### src/rtl/mux4_rr_arbiter.sv
// mux4_rr_arbiter: round-robin arbiter that owns the select of a shared 4:1 mux.
// A granted source keeps the mux until it drops its request, or until it has
// held it for MAX_HOLD cycles while somebody else waits, at which point the
// grant is rotated to the next requester and a one-cycle preempt pulse is
// raised. All outputs come straight from registers.
module mux4_rr_arbiter #(
  parameter int unsigned MAX_HOLD = 8,
  parameter int unsigned HOLD_W   = 8
) (
  input  logic       clk,
  input  logic       rst_n,
  input  logic [3:0] req,
  output logic [3:0] grant,
  output logic [1:0] sel,
  output logic       gnt_valid,
  output logic       preempt
);

  typedef enum logic {
    IDLE  = 1'b0,
    GRANT = 1'b1
  } state_e;

  localparam logic [HOLD_W-1:0] HOLD_LAST = HOLD_W'(MAX_HOLD - 1);
  localparam logic [HOLD_W-1:0] HOLD_ONE  = HOLD_W'(1);

  state_e            state_q, state_d;
  logic [3:0]        grant_q, grant_d;
  logic [1:0]        sel_q, sel_d;
  logic              gnt_valid_q, gnt_valid_d;
  logic              preempt_q, preempt_d;
  logic [1:0]        ptr_q, ptr_d;
  logic [HOLD_W-1:0] hold_cnt_q, hold_cnt_d;

  // Requests that compete for the next grant. While someone owns the mux the
  // owner is masked out, so a rotation can never hand the mux back to it.
  logic [3:0] arb_req;
  logic       others_pending;
  logic       owner_req;
  logic       win_found;
  logic [1:0] win_idx;
  logic [3:0] win_onehot;

  // Build the competing request vector and the "someone else is waiting" flag.
  always_comb begin
    arb_req        = (state_q == GRANT) ? (req & ~grant_q) : req;
    others_pending = |(req & ~grant_q);
    owner_req      = req[sel_q];
  end

  // Rotating priority scan: first requester at or after ptr (mod 4) wins.
  always_comb begin
    logic [1:0] idx;
    win_found = 1'b0;
    win_idx   = ptr_q;
    idx       = ptr_q;
    for (int k = 0; k < 4; k++) begin
      idx = ptr_q + 2'(k);
      if (!win_found && arb_req[idx]) begin
        win_found = 1'b1;
        win_idx   = idx;
      end
    end
    win_onehot = 4'b0001 << win_idx;
  end

  // Next-state and next-output logic for the IDLE/GRANT controller.
  always_comb begin
    state_d    = state_q;
    grant_d    = grant_q;
    sel_d      = sel_q;
    ptr_d      = ptr_q;
    hold_cnt_d = hold_cnt_q;
    preempt_d  = 1'b0;

    unique case (state_q)
      IDLE: begin
        if (win_found) begin
          state_d    = GRANT;
          grant_d    = win_onehot;
          sel_d      = win_idx;
          ptr_d      = win_idx + 2'd1;
          hold_cnt_d = '0;
        end
      end

      GRANT: begin
        if (!owner_req) begin
          // Owner released: hand over directly, no idle bubble, if anyone waits.
          if (win_found) begin
            grant_d    = win_onehot;
            sel_d      = win_idx;
            ptr_d      = win_idx + 2'd1;
            hold_cnt_d = '0;
          end else begin
            state_d    = IDLE;
            grant_d    = 4'b0000;
            hold_cnt_d = '0;
          end
        end else if (others_pending) begin
          if (hold_cnt_q == HOLD_LAST) begin
            // Hold budget exhausted while others wait: forcibly rotate.
            grant_d    = win_onehot;
            sel_d      = win_idx;
            ptr_d      = win_idx + 2'd1;
            hold_cnt_d = '0;
            preempt_d  = 1'b1;
          end else begin
            hold_cnt_d = hold_cnt_q + HOLD_ONE;
          end
        end else begin
          // A lone owner is never preempted; its budget restarts.
          hold_cnt_d = '0;
        end
      end

      default: begin
        state_d = IDLE;
        grant_d = 4'b0000;
      end
    endcase

    gnt_valid_d = (grant_d != 4'b0000);
  end

  // State and output registers, cleared asynchronously by rst_n.
  always_ff @(posedge clk or negedge rst_n) begin
    if (!rst_n) begin
      state_q     <= IDLE;
      grant_q     <= 4'b0000;
      sel_q       <= 2'd0;
      gnt_valid_q <= 1'b0;
      preempt_q   <= 1'b0;
      ptr_q       <= 2'd0;
      hold_cnt_q  <= '0;
    end else begin
      state_q     <= state_d;
      grant_q     <= grant_d;
      sel_q       <= sel_d;
      gnt_valid_q <= gnt_valid_d;
      preempt_q   <= preempt_d;
      ptr_q       <= ptr_d;
      hold_cnt_q  <= hold_cnt_d;
    end
  end

  assign grant     = grant_q;
  assign sel       = sel_q;
  assign gnt_valid = gnt_valid_q;
  assign preempt   = preempt_q;

endmodule

### config.mk
export PLATFORM = sky130hd
export DESIGN_NAME = mux4_rr_arbiter
export DESIGN_NICKNAME = d
export VERILOG_FILES = /design/src/rtl/mux4_rr_arbiter.sv
export SDC_FILE = /design/constraint.sdc
export NUM_CORES = 1
export LEC_CHECK = 0
export CAP_MARGIN = 20
export CORE_MARGIN = 2
export CORE_UTILIZATION = 55
export DETAILED_ROUTE_END_ITERATION = 7
export PLACE_DENSITY_LB_ADDON = 0.3
export SYNTH_ARGS = -nofsm -noshare
export SYNTH_HDL_FRONTEND = slang
export SYNTH_SLANG_ARGS = --single-unit
### constraint.sdc
create_clock -name clk -period 3.15 [get_ports clk]
set_input_delay 0.63 -clock clk [delete_from_list [all_inputs] [get_ports clk]]
set_output_delay 0.63 -clock clk [all_outputs]
set_load 0.02 [all_outputs]
==> impl_metrics.py <==
metrics = {
    "run_status": {
        "status": "complete, no violations",
    },
    "sta": {
        "slew_viol_final": 0,
        "slew_headroom_pct": 44.1,
        "worst_pin_slew_ps": 836,
        "hold_viol_final": 0,
        "rsz0062_at_grt": "false",
        "fin_worst_hold_slack_ps": 533,
        "post-route-period-util_pct": 91.1,
        "fin_tns_setup_ps": 0,
        "fmax_mhz": 349,
        "period_needed_ps": 2870,
        "finalClockSkew_ps": 6.44,
        "setup_violations": 0,
    },
    "clocking": {
        "clkLatencyLatePin_ps": 290,
        "post-cts-setup-buffers": 0,
        "ctsHtreeMaxLevel": 1,
        "hold_buffers": 0,
        "root_buffer": "clkbuf_4",
        "cts_buffer_depth": 2,
        "clock-sinks": 19,
        "cts_buffers": 3,
        "cts_tree": "built",
        "path_clk_slew_ps": 100,
        "cts_resized": 0,
    },
    "synth": {
        "synth_edf_count": 0,
        "syn_inst": 119,
        "ys_ff_latch": 19,
        "synth_cell_type_count": 39,
        "synth_area_per_cell_sq_um": 10.3,
        "ys_warn_count": 0,
        "ys.flop_type": "dfrtp_1",
        "ys_seq_area_share_pct": 38.7,
        "ys_async_sr_fraction_pct": 100,
        "syn-num-nets": 130,
        "netlist_area_sq_mm": 0.00123,
    },
    "floorplanning": {
        "initial_core_util_pct": 56.7,
        "io_pins": 14,
        "fp.dieW_um": 51.3,
        "row_count": 17,
        "die-area_sq_mm": 0.00263,
        "core-area_sq_mm": 0.00217,
        "die_h_um": 51.3,
    },
    "pwr": {
        "clkPwrFrac_pct": 9.0,
        "leakage_nw": 0.663,
        "seq_power_share_pct": 30.7,
        "vdd_drop_max_mv": 0.581,
        "internal_power_uw": 778,
        "power_frac_comb_pct": 60.3,
        "switching_share_pct": 41.8,
        "p_sw_uw": 560,
        "power_density_mw_per_mm2": 925,
    },
    "placed_design": {
        "dp.cells": 164,
        "dp.final_hpwl_um": 1880,
        "gp_congestion": 0.854,
        "port_buffers": 13,
    },
    "worst_setup_path": {
        "worstSetupStartpoint": "req[1]",
        "timing.rr.start": "ptr_q[0]$_DFFE_PN0P_",
        "rrSetupSlack_ps": 340,
        "crit_type": "in2reg",
        "slowest_delay_ps": 490,
        "crit_path_end": "gnt_valid$_DFF_PN0_",
        "r2r_cells": 8,
        "path_cells": "clkdlybuf4s50_1 -> mux2i_1 -> a21o_1 -> nand2_1 -> a31oi_1 -> nand3_1 -> ha_1 -> or4_1 -> a22o_2",
        "cp_data_required_time_ps": 3340,
        "arrival_ps": 3060,
        "start_kind": "primary input",
        "slowest_stage": "or4_1",
        "timing.rr.end": "gnt_valid$_DFF_PN0_",
        "cp-end-kind": "register",
        "worst-path-max-fanout": 5,
    },
    "layout": {
        "drive_gt1_share_pct": 20.0,
        "layout_commonest_cell": "dfrtp_1",
        "antennaDiodeCount": 0,
        "layout_common_cells": "dfrtp_1 (19), clkdlybuf4s50_1 (13), a21oi_1 (9)",
        "fin_nets": 152,
        "syn_to_final_growth_pct": 17.6,
        "stdcell_count": 168,
        "postLayoutCoreUtil_pct": 66.7,
    },
    "global_routing": {
        "grt_pass1_vias": 941,
        "gr-total-overflow": 0,
        "track_usage_pct": 21.5,
        "grt_max_degree": 20,
        "grt_pass1_wl_um": 4260,
        "antenna_found_initial": 0,
    },
    "job": {
        "cap_violations": 0,
    },
    "route": {
        "wirelength_um": 2470,
        "drtIter0Drc": 18,
        "ant_nets": 0,
        "drc_errors": 0,
        "vias": 1017,
        "vias_per_cell": 6.05,
        "drt_first_pass_iters": 4,
        "post_drt_wl_per_cell_um": 14.7,
    },
    "min_path": {
        "min_from": "hold_cnt_q[5]$_DFFE_PN0P_",
        "hp-class": "reg2reg",
    },
}
[cells by family (layout without fill, tap and decap cells)]
group,Yosys count,after routing,synth area share (%)
and+or+nand+nor,41,41,19.6
AOI/OAI and AO/OA,35,35,22.9
buffers and inverters,10,31,4.68
muxes,9,9,9.05
DFF,19,19,38.7
adders and majority gates,5,5,5.09
[worst max-delay path: cells and delay by family]
family / cells / cell delay, ps
buffers and inverters: 1 / 470
AO/OA/AOI/OAI: 3 / 770
AND/OR/NAND/NOR: 3 / 730
adder cells (fa/ha/maj): 1 / 240
multiplexers: 1 / 210
[synth_stat cells (all sizes together), types with 4 or more instances]
| library cell | count | area share [%] |
|---|---|---|
| nor3 | 4 | 1.6 |
| nor2b | 4 | 2.0 |
| dfrtp | 19 | 39 |
| mux2 | 4 | 4.0 |
| and3 | 4 | 2.2 |
| nand3 | 8 | 3.3 |
| ha | 5 | 5.1 |
| a21oi | 9 | 3.7 |
| a22o | 8 | 6.1 |
| mux2i | 4 | 3.3 |
| o21ai | 4 | 1.6 |
| nor2 | 4 | 1.2 |
| nand2 | 8 | 2.4 |
| inv | 6 | 1.8 |
| a21o | 4 | 2.4 |
[through the flow]
stage | setup WS (ps) | total power [mW] | cell area, sq um
floorplan | 505 | 1.01 | 1230
global placement | 33.3 | 1.19 | 1420
detailed placement | -8.19 | 1.22 | 1420
CTS | 308 | 1.34 | 1450
global route | 127 | 1.44 | 1450
finish | 281 | 1.34 | 1450
[sequential cells by signal, summed over array words and instances (netlist names)]
signal and cells:
gnt_valid 1, grant 4, hold_cnt_q 8, preempt 1, ptr_q 2, sel 2
state_q 1
[worst min-delay path by stage]
stage | cells past startpoint | slack, ps | end
finish | 1 | 530 | hold_cnt_q[5]$_DFFE_PN0P_
global route | 1 | 550 | hold_cnt_q[5]$_DFFE_PN0P_
CTS | 1 | 530 | hold_cnt_q[5]$_DFFE_PN0P_
detailed placement | 1 | 520 | hold_cnt_q[7]$_DFFE_PN0P_
global placement | 1 | 510 | hold_cnt_q[5]$_DFFE_PN0P_
floorplan | 0 | 330 | gnt_valid$_DFF_PN0_
[per-layer routing]
| layer | vias to the layer above | global-route usage [%] | share of wire, % |
|---|---|---|---|
| met3 | 2 | 6.14 | 5.3 |
| li1 | 489 | - | - |
| met1 | 497 | 29.6 | 48 |
| met4 | 0 | 3.07 | 0.53 |
| met2 | 29 | 34.6 | 46 |
| met5 | - | 0 | 0 |
[power by group through the flow]
stage               Combinational, mW  Sequential, mW  Clock [mW]
detailed placement              0.805           0.415           0
finish                          0.807           0.411       0.120
floorplan                       0.586           0.424           0
global route                    0.889           0.420       0.133
global placement                0.781           0.410           0
CTS                             0.806           0.410       0.123
[area by class of cell]
type	count	area, sq um
sequential	19	475
inverter	6	22.5
fill	180	723
multi-input combinational	90	697
clock buffer	4	26.3
tap	28	35.0
timing repair buffer	21	190
(Power assumes the default switching activity.)
